File: src/rtl/gate_trio_unit.sv
// Registered bitwise AND/OR/NOT unit built from per-bit leaf gate cells.
// Optional XOR result and port are enabled by defining GATE_XOR_EN.

module and_gate (
  input  logic A,
  input  logic B,
  output logic Y
);
  assign Y = A & B;
endmodule

module or_gate (
  input  logic A,
  input  logic B,
  output logic Y
);
  assign Y = A | B;
endmodule

module not_gate (
  input  logic A,
  output logic Y
);
  assign Y = ~A;
endmodule

`ifdef GATE_XOR_EN
module xor_gate (
  input  logic A,
  input  logic B,
  output logic Y
);
  assign Y = A ^ B;
endmodule
`endif

module gate_trio_unit #(
  parameter int WIDTH = 1
) (
  input  logic             clk,
  input  logic             rst,
  input  logic [WIDTH-1:0] a,
  input  logic [WIDTH-1:0] b,
  input  logic             in_valid,
  output logic [WIDTH-1:0] y_and,
  output logic [WIDTH-1:0] y_or,
  output logic [WIDTH-1:0] y_not,
`ifdef GATE_XOR_EN
  output logic [WIDTH-1:0] y_xor,
`endif
  output logic             out_valid
);

  logic [WIDTH-1:0] and_bits;
  logic [WIDTH-1:0] or_bits;
  logic [WIDTH-1:0] not_bits;
`ifdef GATE_XOR_EN
  logic [WIDTH-1:0] xor_bits;
`endif

  // One leaf of each kind per bit; bits never interact.
  for (genvar i = 0; i < WIDTH; i++) begin : g_bit
    and_gate u_and (.A(a[i]), .B(b[i]), .Y(and_bits[i]));
    or_gate  u_or  (.A(a[i]), .B(b[i]), .Y(or_bits[i]));
    not_gate u_not (.A(a[i]),           .Y(not_bits[i]));
`ifdef GATE_XOR_EN
    xor_gate u_xor (.A(a[i]), .B(b[i]), .Y(xor_bits[i]));
`endif
  end

  // Result registers: reset clears all (y_not included), capture on in_valid, hold otherwise.
  always_ff @(posedge clk) begin
    if (rst) begin
      y_and     <= {WIDTH{1'b0}};
      y_or      <= {WIDTH{1'b0}};
      y_not     <= {WIDTH{1'b0}};
`ifdef GATE_XOR_EN
      y_xor     <= {WIDTH{1'b0}};
`endif
      out_valid <= 1'b0;
    end else if (in_valid) begin
      y_and     <= and_bits;
      y_or      <= or_bits;
      y_not     <= not_bits;
`ifdef GATE_XOR_EN
      y_xor     <= xor_bits;
`endif
      out_valid <= 1'b1;
    end else begin
      out_valid <= 1'b0;
    end
  end

endmodule

File: config.mk
export PLATFORM = sky130hd
export DESIGN_NAME = gate_trio_unit
export DESIGN_NICKNAME = d
export VERILOG_FILES = /design/src/rtl/gate_trio_unit.sv
export SDC_FILE = /design/constraint.sdc
export NUM_CORES = 1
export LEC_CHECK = 0
export BUFFER_PORTS_ARGS = -buffer_cell sky130_fd_sc_hd__buf_2
export CORE_AREA = 10 10 47 49
export CTS_CLUSTER_SIZE = 28
export DETAILED_ROUTE_END_ITERATION = 8
export DIE_AREA = 0 0 57 59
export SYNTH_ARGS = -nofsm -noshare
export SYNTH_HDL_FRONTEND = slang
export SYNTH_HIERARCHICAL = 1
export SYNTH_SLANG_ARGS = --single-unit
File: constraint.sdc
create_clock -name clk -period 0.8 [get_ports clk]
set_input_delay 0.08 -clock clk [delete_from_list [all_inputs] [get_ports clk]]
set_output_delay 0.08 -clock clk [all_outputs]
set_load 0.01 [all_outputs]
==> run metrics, run 1 <==
outcome=finished clean; number of global-route vias before repair=146; clock power share=46.8%; Vias=135; Hold/Removal Path Class=input pin to flip-flop; gr ovfl total=0; Yosys reg bits=4; Commonest cells post-synth=dfxtp_1, mux2i_1, nor2_1; Worst-path clk slew=0.04 ns; PwrDens=2210 nW/um^2; final setup vio count=0; Routed WL per cell=10.2 microns; slew margin rel.=89.5%; Post-Synthesis Cells=14; Final Max Slew Viols=0; Least-Margin Pin Slew=0.153 ns; DR iter-0 viols=1; Crit path arrival time=0.67 ns; Final Cycle Share=93.9%; distinct cell type count after synthesis=7; core area=1400 sq um; IO Port Bufs=8; number of antenna violations at the first check in global routing=0; worst skew pair latency=0.23 ns; cell taking the most area after synthesis=dfxtp_1; critical-path cell list=buf_2; slowest stage cell, crit path=dfxtp_1; Synth Area per Inst=10.3 sq um; Flop pwr share=41.9%; P_leak=0.000119 uW; CP startpoint kind=flip-flop; Setup crit end kind=primary output; sequential-to-total area share from yosys stat=55.7%; Die Area=3360 sq um; drt first pass iters=2; Initial Utilization=10.3%; CTS Sinks=4; CTS buffer count=3; area share of the largest cell type after synthesis=55.7%; largest net degree at the start of global routing=5; RSZ-0062 raised after global routing=false; Layout fillers=169; ANT cells=0; CP bufs+invs=1; achievable frequency=1330 MHz; Die Span Y=59 microns; switching share of total power=21.0%; hold_buf cts=0; clock period minus final worst setup slack=0.751 ns; share of cells above drive strength 1=52.0%; final net count=32; Via density=3.29; top-count cell post-synth=dfxtp_1; first-pass GRT wire length=676 microns; htree depth=1; Mapped Area=144 sq um; Max stage delay on crit path=0.31 ns; maxcap violations=0; syn nets=19; DRC Markers=0; CTS tree=built; Hold Violations, Final=0; sw power=109 uW; HPWL Detailed=312 microns; Crit Path Category=flip-flop to primary output; asr flop ratio synth=0%; CP max FO=2; Total Power=521 uW; root buf cell=clkbuf_4; synthesis-to-finish area growth=63.5%; Comb pwr share=11.2%; worst-case clock buffer depth=2; peak supply drop=288 uV; cell row count=14; final setup TNS=0 ns; worst path required time=0.72 ns; largest delay contributor family on the critical path=flip-flops; YS warnings=6; post-route ant nets=0; number of flops mapped to enable cells by yosys=0; die width=57 microns; R2R setup slack=0.17 ns; Main synth FF type=dfxtp_1; # IOs=9; Final GP Congestion=0.661; clk_skew=0 ns; total track usage=2.98%; total wire length=418 microns; Internal Pwr Total=411 uW; largest cells by area after synthesis=dfxtp_1, mux2i_1, nor2_1
==> placed cells by master, fill, tap and decap left out, drive strengths merged <==
| cell | n |
|---|---|
| and2 | 1 |
| or2 | 1 |
| buf | 8 |
| inv | 1 |
| dfxtp | 4 |
| nor2 | 3 |
| clkbuf | 3 |
| nor2b | 1 |
| mux2i | 3 |
==> metrics by stage <==
stage	util, %	instance area [sq um]	setup WS, ns	hold slack (ns)	std cells
floorplan	-	144	0.210	0.152	14
global placement	14.6	204	0.117	0.298	38
detailed placement	14.6	204	0.113	0.299	38
CTS	16.2	226	0.0203	0.0492	41
global route	16.8	235	0.0119	0.0505	41
finish	16.8	235	0.0488	0.0524	41
==> flip-flops by register name (all words and copies together) (netlist names) <==
register / count
y_or: 1
y_not: 1
out_valid: 1
y_and: 1
==> cell type report <==
type                       count  area [sq um]  share of cell area (%)
multi-input combinational      9          60.1                    25.5
clock buffer                   3          22.5                    9.57
timing repair buffer           8          46.3                    19.7
sequential                     4          82.6                    35.1
inverter                       1          3.75                    1.60
tap                           16          20.0                    8.51
==> per-layer routing <==
metal  wire [microns]  GRT usage, %  vias to the layer above  part of all wire, %
met5                0             0                        -                    0
met4                0          3.02                        0                    0
met3               71          3.86                        0                   17
met2              202          3.26                        6                   48
met1              144          2.50                       60                   34
li1                 -             -                       69                    -
==> path summary, 6_finish.rpt <==
check	startpoint	endpoint	cells after the start
worst min-delay path	rst	y_not$_SDFFE_PP0P_	2
worst max-delay path	y_and$_SDFFE_PP0P_	y_and	1
worst max register to register	y_not$_SDFFE_PP0P_	y_not$_SDFFE_PP0P_	2
worst min register to register	y_and$_SDFFE_PP0P_	y_and$_SDFFE_PP0P_	2
==> power by group through the flow <==
stage	Combinational (uW)	Sequential, uW	Clock, uW
floorplan	18.3	226	0
global placement	54.6	219	0
detailed placement	55.1	219	0
CTS	55.6	216	259
global route	64.5	220	283
finish	58.4	218	244
==> logic make-up (layout without fill, tap and decap cells) <==
logic type	Yosys count	count (layout)	synth area share [%]
buf+inv	1	12	2.61
flops	4	4	55.7
mux	3	3	20.9
simple gates	6	6	20.9
==> what timing repair did <==
| item | 4_1_cts | 5_1_grt |
|---|---|---|
| gates resized for setup | 0 | 3 |
| endpoints found under the setup margin | 0 | 2 |
| setup buffers | 0 | 0 |
(Power assumes the default switching activity.)
==> run 2: changes to the inputs <==
- RECOVER_POWER: not set -> 100
==> run 2 against run 1 <==
- count of clock-buffer cells in the layout unchanged
- sequential power hardly changed
- cell count is the same
- via count grew 0.74%
- final area decreased by 0.53%
- worst setup slack about the same
==> run metrics, run 2 (synthesis results as in run 1) <==
final setup vio count=0 (unchanged); peak supply drop=289 uV (+0.49%); worst skew pair latency=0.23 ns (about the same); Flop pwr share=42.0% (about the same); Setup Buffers After CTS=0 (unchanged); P_leak=0.000116 uW (-2.9%); worst-case clock buffer depth=2 (unchanged); largest delay contributor family on the critical path=flip-flops; maxcap violations=0 (unchanged); Comb pwr share=11.1% (about the same); Die Span Y=59 microns (unchanged); total wire length=421 microns (+0.72%); cell row count=14 (unchanged); ANT cells=0 (unchanged); core area=1400 sq um (unchanged); worst reg2reg path startpoint=y_not$_SDFFE_PP0P_; gr ovfl total=0 (unchanged); worst setup path startpoint=y_and$_SDFFE_PP0P_; number of global-route vias before repair=146 (unchanged); sw power=110 uW (+0.90%); clock power share=46.9% (about the same); PwrDens=2230 nW/um^2 (+0.58%); RSZ-0062 raised after global routing=false; critical-path cell list=buf_2; die width=57 microns (unchanged); hold_sp=rst; Internal Pwr Total=411 uW (-0.18%); Max stage delay on crit path=0.31 ns (about the same); Via density=3.32 (+0.74%); reg2reg path depth=2 (unchanged); Hold Violations, Final=0 (unchanged); worst r2r dst=y_not$_SDFFE_PP0P_; most common cell after layout, fill and taps aside=buf_2; Setup crit end kind=primary output; DR iter-0 viols=2 (+1); first-pass GRT wire length=676 microns (unchanged); achievable frequency=1330 MHz (about the same); Routed WL per cell=10.3 microns (+0.72%); hold_buf cts=0 (unchanged); Placed Instance Area=204 sq um (unchanged); HPWL Detailed=312 microns (unchanged); Worst path depth=1 (unchanged); R2R setup slack=0.16 ns (about the same); number of antenna violations at the first check in global routing=0 (unchanged); final net count=32 (unchanged); CP max FO=2 (unchanged); Crit path arrival time=0.67 ns (about the same); worst path required time=0.72 ns (about the same); slowest stage cell, crit path=dfxtp_1; switching share of total power=21.2% (+0.18 points); slew margin rel.=84.2% (-5.3 points); Final Cycle Share=93.9% (about the same); CTS buffer count=3 (unchanged); commonest cells after routing, fill and taps aside=buf_2, mux2i_1, nor2_1, clkbuf_4; synthesis-to-finish area growth=62.6%; IO Port Bufs=8 (unchanged); Crit Path Category=flip-flop to primary output; post-route ant nets=0 (unchanged); Worst-path clk slew=0.04 ns (about the same); # IOs=9 (unchanged); clk_skew=0 ns (unchanged); non-filler instance count after layout=41 (unchanged); Vias=136 (+0.74%); Hold/Removal Path Class=input pin to flip-flop; Initial Utilization=10.3% (unchanged); htree depth=1 (unchanged); CTS Sinks=4 (unchanged); clock period minus final worst setup slack=0.752 ns (+0.000428 ns); Least-Margin Pin Slew=0.237 ns (+0.0846 ns); Cells after DPL=38 (unchanged); drt first pass iters=3 (+1); end of the critical path=y_and; Die Area=3360 sq um (unchanged); final instance area=234 sq um (-0.53%); CTS tree=built; CP bufs+invs=1 (unchanged); CP startpoint kind=flip-flop; DRC Markers=0 (unchanged); Final GP Congestion=0.661 (unchanged); final setup TNS=0 ns (unchanged); total track usage=2.98% (unchanged); Final Max Slew Viols=0 (unchanged); outcome=finished clean; root buf cell=clkbuf_4; share of cells above drive strength 1=48.0% (-4.0 points); largest net degree at the start of global routing=5 (unchanged)
-- run 2: worst min-delay path by stage --
stage,to,cells after the start,slack (ns)
2_1_floorplan,out_valid$_SDFF_PP0_,1,0.15
3_3_place_gp,out_valid$_SDFF_PP0_,2,0.30
3_5_place_dp,out_valid$_SDFF_PP0_,2,0.30
4_1_cts,out_valid$_SDFF_PP0_,2,0.05
5_1_grt,y_not$_SDFFE_PP0P_,2,0.05
6_report,y_not$_SDFFE_PP0P_,2,0.05
-- run 2: per-stage QoR --
step	setup WS (ns)	total power (uW)	utilization, %	hold WS (ns)
final	0.0484	521	16.7	0.0523
after global routing	0.0119	567	16.7	0.0505
after CTS	0.0203	531	16.2	0.0492
after detailed placement	0.113	274	14.6	0.299
after global placement	0.117	274	14.6	0.298
after floorplan	0.210	244	-	0.152
-- run 2: power by group through the flow --
stage,Clock [uW],Combinational (uW),Sequential (uW)
detailed placement,0,55.1,219
finish,244,57.7,219
global placement,0,54.6,219
global route,283,63.6,220
CTS,259,55.6,216
floorplan,0,18.3,226
-- run 2: timing repair --
action / in CTS / in global routing
endpoints found under the setup margin: 0 / 2
endpoints found under the hold margin: 0 / 0
gates resized for setup: 0 / 3
-- run 2: routing by layer --
layer,vias to the layer above,wire length (microns),track usage (%)
met3,0,69,3.86
met5,-,0,0
met4,0,0,3.02
met2,6,205,3.26
met1,62,145,2.50
li1,68,-,-
-- run 2: area by class of cell --
| class | instances | area, sq um |
|---|---|---|
| Tap cell | 16 | 20.0 |
| Fill cell | 170 | 1170 |
| Inverter | 1 | 3.75 |
| Timing Repair Buffer | 8 | 45.0 |
| Clock buffer | 3 | 22.5 |
| Multi-Input combinational cell | 9 | 60.1 |
| Sequential cell | 4 | 82.6 |
